===== config.mk =====
export PLATFORM = sky130hd
export DESIGN_NAME = seq_mult
export DESIGN_NICKNAME = d
export VERILOG_FILES = /design/src/rtl/seq_mult.sv
export SDC_FILE = /design/constraint.sdc
export NUM_CORES = 1
export LEC_CHECK = 0
export CELL_PAD_IN_SITES_DETAIL_PLACEMENT = 1
export CELL_PAD_IN_SITES_GLOBAL_PLACEMENT = 2
export CORE_MARGIN = 5
export CORE_UTILIZATION = 30
export DETAILED_ROUTE_END_ITERATION = 10
export GPL_TIMING_DRIVEN = 0
export PLACE_DENSITY = 0.78
export SYNTH_ARGS = -nofsm -noshare
export SYNTH_HDL_FRONTEND = slang
export SYNTH_SLANG_ARGS = --single-unit

===== constraint.sdc =====
create_clock -name clk -period 2.99 [get_ports clk]
set_input_delay 0.299 -clock clk [delete_from_list [all_inputs] [get_ports clk]]
set_output_delay 0.299 -clock clk [all_outputs]
set_load 0.01 [all_outputs]

===== src/rtl/seq_mult.sv =====
// Sequential shift-add multiplier: one partial product per clock, valid/ready on both sides.
// Optional signed operands when SEQ_MULT_SIGNED_EN is defined (adds signed_mode port).
module seq_mult #(
  parameter int WIDTH = 8,
  parameter int CNT_W = $clog2(WIDTH + 1)
) (
  input  logic                 clk,
  input  logic                 rst_n,
`ifdef SEQ_MULT_SIGNED_EN
  input  logic                 signed_mode,
`endif
  input  logic                 in_valid,
  output logic                 in_ready,
  input  logic [WIDTH-1:0]     a,
  input  logic [WIDTH-1:0]     b,
  output logic                 out_valid,
  input  logic                 out_ready,
  output logic [2*WIDTH-1:0]   p,
  output logic                 busy
);

  typedef enum logic [1:0] {IDLE, CALC, DONE} state_t;

  state_t               state, state_nxt;
  logic [WIDTH-1:0]     mcand;
  logic [2*WIDTH-1:0]   acc;
  logic [2*WIDTH-1:0]   acc_nxt;
  logic [WIDTH:0]       sum;
  logic [CNT_W-1:0]     cnt;
  logic                 neg;
  logic                 neg_in;
  logic                 last_iter;
  logic [WIDTH-1:0]     a_mag;
  logic [WIDTH-1:0]     b_mag;

  function automatic logic [2*WIDTH-1:0] apply_sign(input logic [2*WIDTH-1:0] v,
                                                     input logic             negate);
    return negate ? (~v + 1'b1) : v;
  endfunction

`ifdef SEQ_MULT_SIGNED_EN
  // The most negative operand maps to 2^(W-1), which still fits as an unsigned magnitude.
  function automatic logic [WIDTH-1:0] magnitude(input logic [WIDTH-1:0] v,
                                                  input logic             is_signed);
    return (is_signed && v[WIDTH-1]) ? (~v + 1'b1) : v;
  endfunction

  assign a_mag  = magnitude(a, signed_mode);
  assign b_mag  = magnitude(b, signed_mode);
  assign neg_in = signed_mode & (a[WIDTH-1] ^ b[WIDTH-1]);
`else
  assign a_mag  = a;
  assign b_mag  = b;
  assign neg_in = 1'b0;
`endif

  // One shift-add step: carry out of the upper half is shifted back into the MSB.
  always_comb begin
    sum       = {1'b0, acc[2*WIDTH-1:WIDTH]} + (acc[0] ? {1'b0, mcand} : {(WIDTH+1){1'b0}});
    acc_nxt   = {sum, acc[WIDTH-1:1]};
    last_iter = (cnt == CNT_W'(1));
  end

  always_ff @(posedge clk) begin
    if (!rst_n) state <= IDLE;
    else        state <= state_nxt;
  end

  always_comb begin
    state_nxt = state;
    in_ready  = 1'b0;
    out_valid = 1'b0;
    busy      = 1'b0;
    case (state)
      IDLE: begin
        in_ready = 1'b1;
        if (in_valid) state_nxt = CALC;
      end
      CALC: begin
        busy = 1'b1;
        if (last_iter) state_nxt = DONE;
      end
      DONE: begin
        out_valid = 1'b1;
        if (out_ready) state_nxt = IDLE;
      end
      default: state_nxt = IDLE;
    endcase
  end

  always_ff @(posedge clk) begin
    if (!rst_n) begin
      mcand <= '0;
      acc   <= '0;
      cnt   <= '0;
      neg   <= 1'b0;
      p     <= '0;
    end else begin
      case (state)
        IDLE: begin
          if (in_valid) begin
            mcand <= a_mag;
            acc   <= {{WIDTH{1'b0}}, b_mag};
            cnt   <= CNT_W'(WIDTH);
            neg   <= neg_in;
          end
        end
        CALC: begin
          acc <= acc_nxt;
          cnt <= cnt - 1'b1;
          if (last_iter) p <= apply_sign(acc_nxt, neg);
        end
        default: ;
      endcase
    end
  end

endmodule


==> results.json <==
{
  "io_buffers": 38,
  "cts_setup_buffers": 0,
  "ys_seq_area_share_pct": 42.5,
  "clock-root-buffer": "clkbuf_8",
  "grt_pass1_vias": 2050,
  "grt_use_met1_pct": 21.5,
  "antenna_found_initial": 0,
  "nFillCells": 878,
  "async_flop_share_pct": 0,
  "synth_largest_area_cell": "dfxtp_1",
  "use_met2_pct": 24.0,
  "syn_area_um2": 2170,
  "finalHoldViolations": 0,
  "hold_buffers": 0,
  "gp_congestion": 0.796,
  "layout_common_cells": "nand2_1 (51), dfxtp_1 (46), a21oi_1 (39), clkdlybuf4s50_1 (38), nor2_1 (15)",
  "grt_pass1_wl_mm": 10.5,
  "r2r_slack_ns": 0.57,
  "totalWireLength_mm": 6.42,
  "drv_cap": 0,
  "worstSetupStartpointType": "flip-flop",
  "endpoint": "p[13]",
  "post_dp_cell_area_um2": 2670,
  "coreArea_um2": 7140,
  "layout_commonest_cell": "nand2_1",
  "final_util_pct": 38.6,
  "grt-ovfl-total": 0,
  "fmax_mhz": 414,
  "cts_inserted_buffers": 5,
  "p_leak_nw": 1.05,
  "crit_required_ns": 3.19,
  "die_h_um": 95.0,
  "skew_ns": 0.00929,
  "fin_crit_ns": 2.42,
  "grt.met3_usage_pct": 2.39,
  "setup_viol": 0,
  "rsz0062_at_grt": "false",
  "cp.arrival_ns": 2.61,
  "r2r-end": "p[13]",
  "antenna_cells": 0,
  "grt_max_degree": 15,
  "nets": 336,
  "maxSlewViolCount": 0,
  "r2r_start": "acc[0]",
  "cts_resized": 0,
  "end_kind": "flip-flop",
  "synth_edf_count": 0,
  "crit_type": "reg -> reg",
  "syn_nets": 291,
  "startpoint": "acc[0]",
  "hold_path.class": "reg -> reg",
  "drc": 0,
  "final_cell_area_um2": 2760,
  "worst_pin_slew_ns": 0.581,
  "ant_nets": 0,
  "cts_tree": "built",
  "h-tree-depth": 2,
  "rows": 31,
  "start_util_pct": 30.3,
  "placed_cells": 397,
  "synth.top_cell.area_share_pct": 42.5,
  "grt_busiest_layer": "met2",
  "r2r_cells": 7,
  "outcome": "finished, final reports clean",
  "worstHoldStart": "p[10]",
  "synth_area_leaders": "dfxtp_1 (43%), a21oi_1 (9.0%), nand2_1 (8.8%)",
  "final_layout_size_suffix_gt1_share_pct": 7.19,
  "die_area_um2": 9020,
  "final-seq-area_um2": 921,
  "clock_latency_ns": 0.30,
  "synthFlopType": "dfxtp_1",
  "dp_hpwl_mm": 4.78,
  "instances_no_fill": 405,
  "finalCritPeriodShare_pct": 80.8,
  "cts_sinks": 46,
  "syn-mean-instance-area_um2": 8.33,
  "synthToLayoutAreaGrowth_pct": 27.3,
  "track_usage_pct": 15.2,
  "critPathMaxFanout": 9,
  "tns_ns": 0,
  "drt_iter0_markers": 112,
  "dr.pass1.iters": 4,
  "io_pins": 39,
  "die_x_um": 95.0,
  "power_density_nw_per_um2": 444,
  "num_vias": 2014,
  "yosys.cell_types.count": 43,
  "cts.clk_slew.worst_paths_ns": 0.09,
  "timing.hold.ws_ns": 0.459,
  "clockBufferDepth": 2,
  "yosys_register_bits": 46,
  "via_per_inst": 4.97,
  "yosysWarnings": 0,
  "ir_drop_uv": 147,
  "syn_inst": 260,
  "wire_per_inst_um": 15.9,
  "multi_input_area_um2": 1150,
  "relSlewSlack_pct": 61.2
}
-- flip-flops by register name, indices dropped and copies added (netlist names) --
signal	flops
mcand	8
p	16
state	2
cnt	4
acc	16
-- cells in the mapped netlist (4+ instances only) --
cell      number
inv_1          5
nand4_1        4
nand2_1       51
a22oi_1        8
a211o_1        4
ha_1          10
nand3_1        9
a21oi_1       39
dfxtp_1       46
nor2_1        15
and2_1        10
clkbuf_1       5
buf_2          7
-- final cells by class --
cell class,instances,share of cell area (%)
Buffer,14,2.63
Clock buffer,6,2.63
Clock inverter,2,0.499
Inverter,6,0.817
Multi-Input combinational cell,194,41.7
Sequential cell,46,33.4
Tap cell,99,4.49
Timing Repair Buffer,38,13.8
-- cell families after synthesis --
logic type,after synthesis,synth area share (%)
buffers and inverters,20,4.39
XOR/XNOR,1,0.404
AND/OR/NAND/NOR,103,22.2
adder cells (fa/ha/maj),11,6.70
flip-flops,46,42.5
AO/OA/AOI/OAI,79,23.7
-- report_power, final --
| group | switching (mW) | internal [mW] |
|---|---|---|
| combinational | 0.104 | 0.0756 |
| clock | 0.218 | 0.165 |
| sequential | 0.0224 | 0.640 |
| total | 0.344 | 0.881 |
-- worst max-delay path: stages, from the launching register on --
cell and delay, ns:
dfxtp_1 0.39, and2_1 0.20, ha_1 0.22, fa_1 0.43, a211o_1 0.33, a21o_1 0.21
a211o_1 0.30, a41o_1 0.22
-- per-layer routing --
metal  vias up  routed length [µm]  part of all wire, %
li1       1019                   -                    -
met1       960                3260                   51
met2        30                2940                   46
met3         5                 153                  2.4
met4         0                  62                 0.97
met5         -                   0                    0
-- stage by stage --
step	power, mW	setup slack (ns)
detailed placement	0.859	0.581
finish	1.22	0.573
CTS	1.25	0.553
global placement	0.856	0.574
floorplan	0.776	0.784
global route	1.29	0.435
-- how the worst min path moves through the flow --
stage,endpoint,slack [ns],depth (start not counted)
2_1_floorplan,mcand[0],0.43,2
3_3_place_gp,mcand[7],0.44,2
3_5_place_dp,p[1],0.45,2
4_1_cts,mcand[7],0.46,2
5_1_grt,mcand[6],0.48,2
6_report,p[10],0.46,2
(Power assumes the default switching activity.)
==> RTL change: new RTL, same flow settings <==
Change the parameter `WIDTH` from 8 to 4.
--- a/src/rtl/seq_mult.sv
+++ b/src/rtl/seq_mult.sv
@@ -2,5 +2,5 @@
 // Optional signed operands when SEQ_MULT_SIGNED_EN is defined (adds signed_mode port).
 module seq_mult #(
-  parameter int WIDTH = 8,
+  parameter int WIDTH = 4,
   parameter int CNT_W = $clog2(WIDTH + 1)
 ) (
Interface: changed (resized a, b and p); port bits go from 39 to 23. The function was not compared with the original's and may differ.
==> RTL change against the original RTL <==
- synthesized cell count down 48%
- setup slack better by 550 ps
- area after synthesis is 44% lower
- count of clock-buffer cells in the layout is 3 lower
- power decreased by 42%
- via count shrank 52%
- final area decreased by 44%
- wire length down 55%
- sequential cell count fell by 21
- largest cell class unchanged
==> RTL change: results <==
export IMPL_hpwl_um=2220
export IMPL_reg2reg_to="p[5]"
export IMPL_relSlewSlack_pct=66.9
export IMPL_synth_compound_gate_area_share_pct=11.9
export IMPL_synth_nets=153
export IMPL_clk_latency_ps=280
export IMPL_wirelength_met1_um=1320
export IMPL_synth_distinct_cells=32
export IMPL_crit_start="state[0]"
export IMPL_met3_usage_pct=2.60
export IMPL_multi_input_area_sq_um=599
export IMPL_cp_max_fo=10
export IMPL_reg_top3="acc (8), p (8), mcand (4)"
export IMPL_min_period_ps=1870
export IMPL_track_usage_pct=11.6
export IMPL_holdWs_ps=389
export IMPL_ir_drop_uv=172
export IMPL_regToRegSetupSlack_ps=1250
export IMPL_syn_inst=134
export IMPL_register_area_sq_um=500
export IMPL_ys_seq_area_share_pct=41.4
export IMPL_yosys_top_cells_area="dfxtp_1 41%, mux2i_1 7.4%, nor2_1 7.4%, ha_1 6.2%, nand2_1 4.3%"
export IMPL_whs_endpoint="cnt[2]"
export IMPL_grt_pass1_vias=1062
export IMPL_synthAdderAreaFrac_pct=7.86
export IMPL_h_tree_depth=1
export IMPL_inverters=9
export IMPL_portBuffers=21
export IMPL_gp_congestion=0.848
export IMPL_drive_gt1_share_pct=11.3
export IMPL_status="complete, no violations"
export IMPL_synth_common_cells="25 x dfxtp_1, 24 x nor2_1, 14 x nand2_1"
export IMPL_buf_share_pct=18.7
export IMPL_final_area_sq_um=1530
export IMPL_ys_ff_latch=25
export IMPL_synthMuxAreaShare_pct=7.45
export IMPL_num_vias=974
export IMPL_buffers=29
export IMPL_leakagePower_nw=0.615
export IMPL_multi_input_gates=92
export IMPL_placed_cells=205
export IMPL_met2_usage_pct=19.5
export IMPL_fillers=457
export IMPL_worst_clock_skew_ps=5.48
export IMPL_clkCellAreaFrac_pct=3.19
export IMPL_hold_class="primary input to register"
[RTL change: changes by cell type in the layout (fill, tap and decap cells not counted), moves of 7 or more]
cell,before,now
nor2_1,15,24
mux2i_1,0,9
and2_1,10,3
nand2_1,51,14
buf_2,7,0
clkdlybuf4s50_1,38,21
a21oi_1,39,6
a22oi_1,8,1
dfxtp_1,46,25
[RTL change: worst max-delay path, stage by stage (launching register included)]
cell,delay (ps)
dfxtp_1,430
nand2b_4,90
inv_2,80
buf_6,140
clkdlybuf4s50_1,550
[RTL change: power breakdown]
part	switching [mW]	leakage [nW]	internal (mW)	total [mW]
clock network	0.119	0.0217	0.0948	0.214
logic	0.0607	0.390	0.0649	0.126
registers	0.0146	0.204	0.351	0.366
total	0.194	0.615	0.511	0.705
[RTL change: kinds of logic after synthesis]
family / after synthesis
buffers and inverters: 17
AO/OA/AOI/OAI: 20
adder cells (fa/ha/maj): 7
flip-flops: 25
multiplexers: 9
XOR/XNOR: 2
AND/OR/NAND/NOR: 54
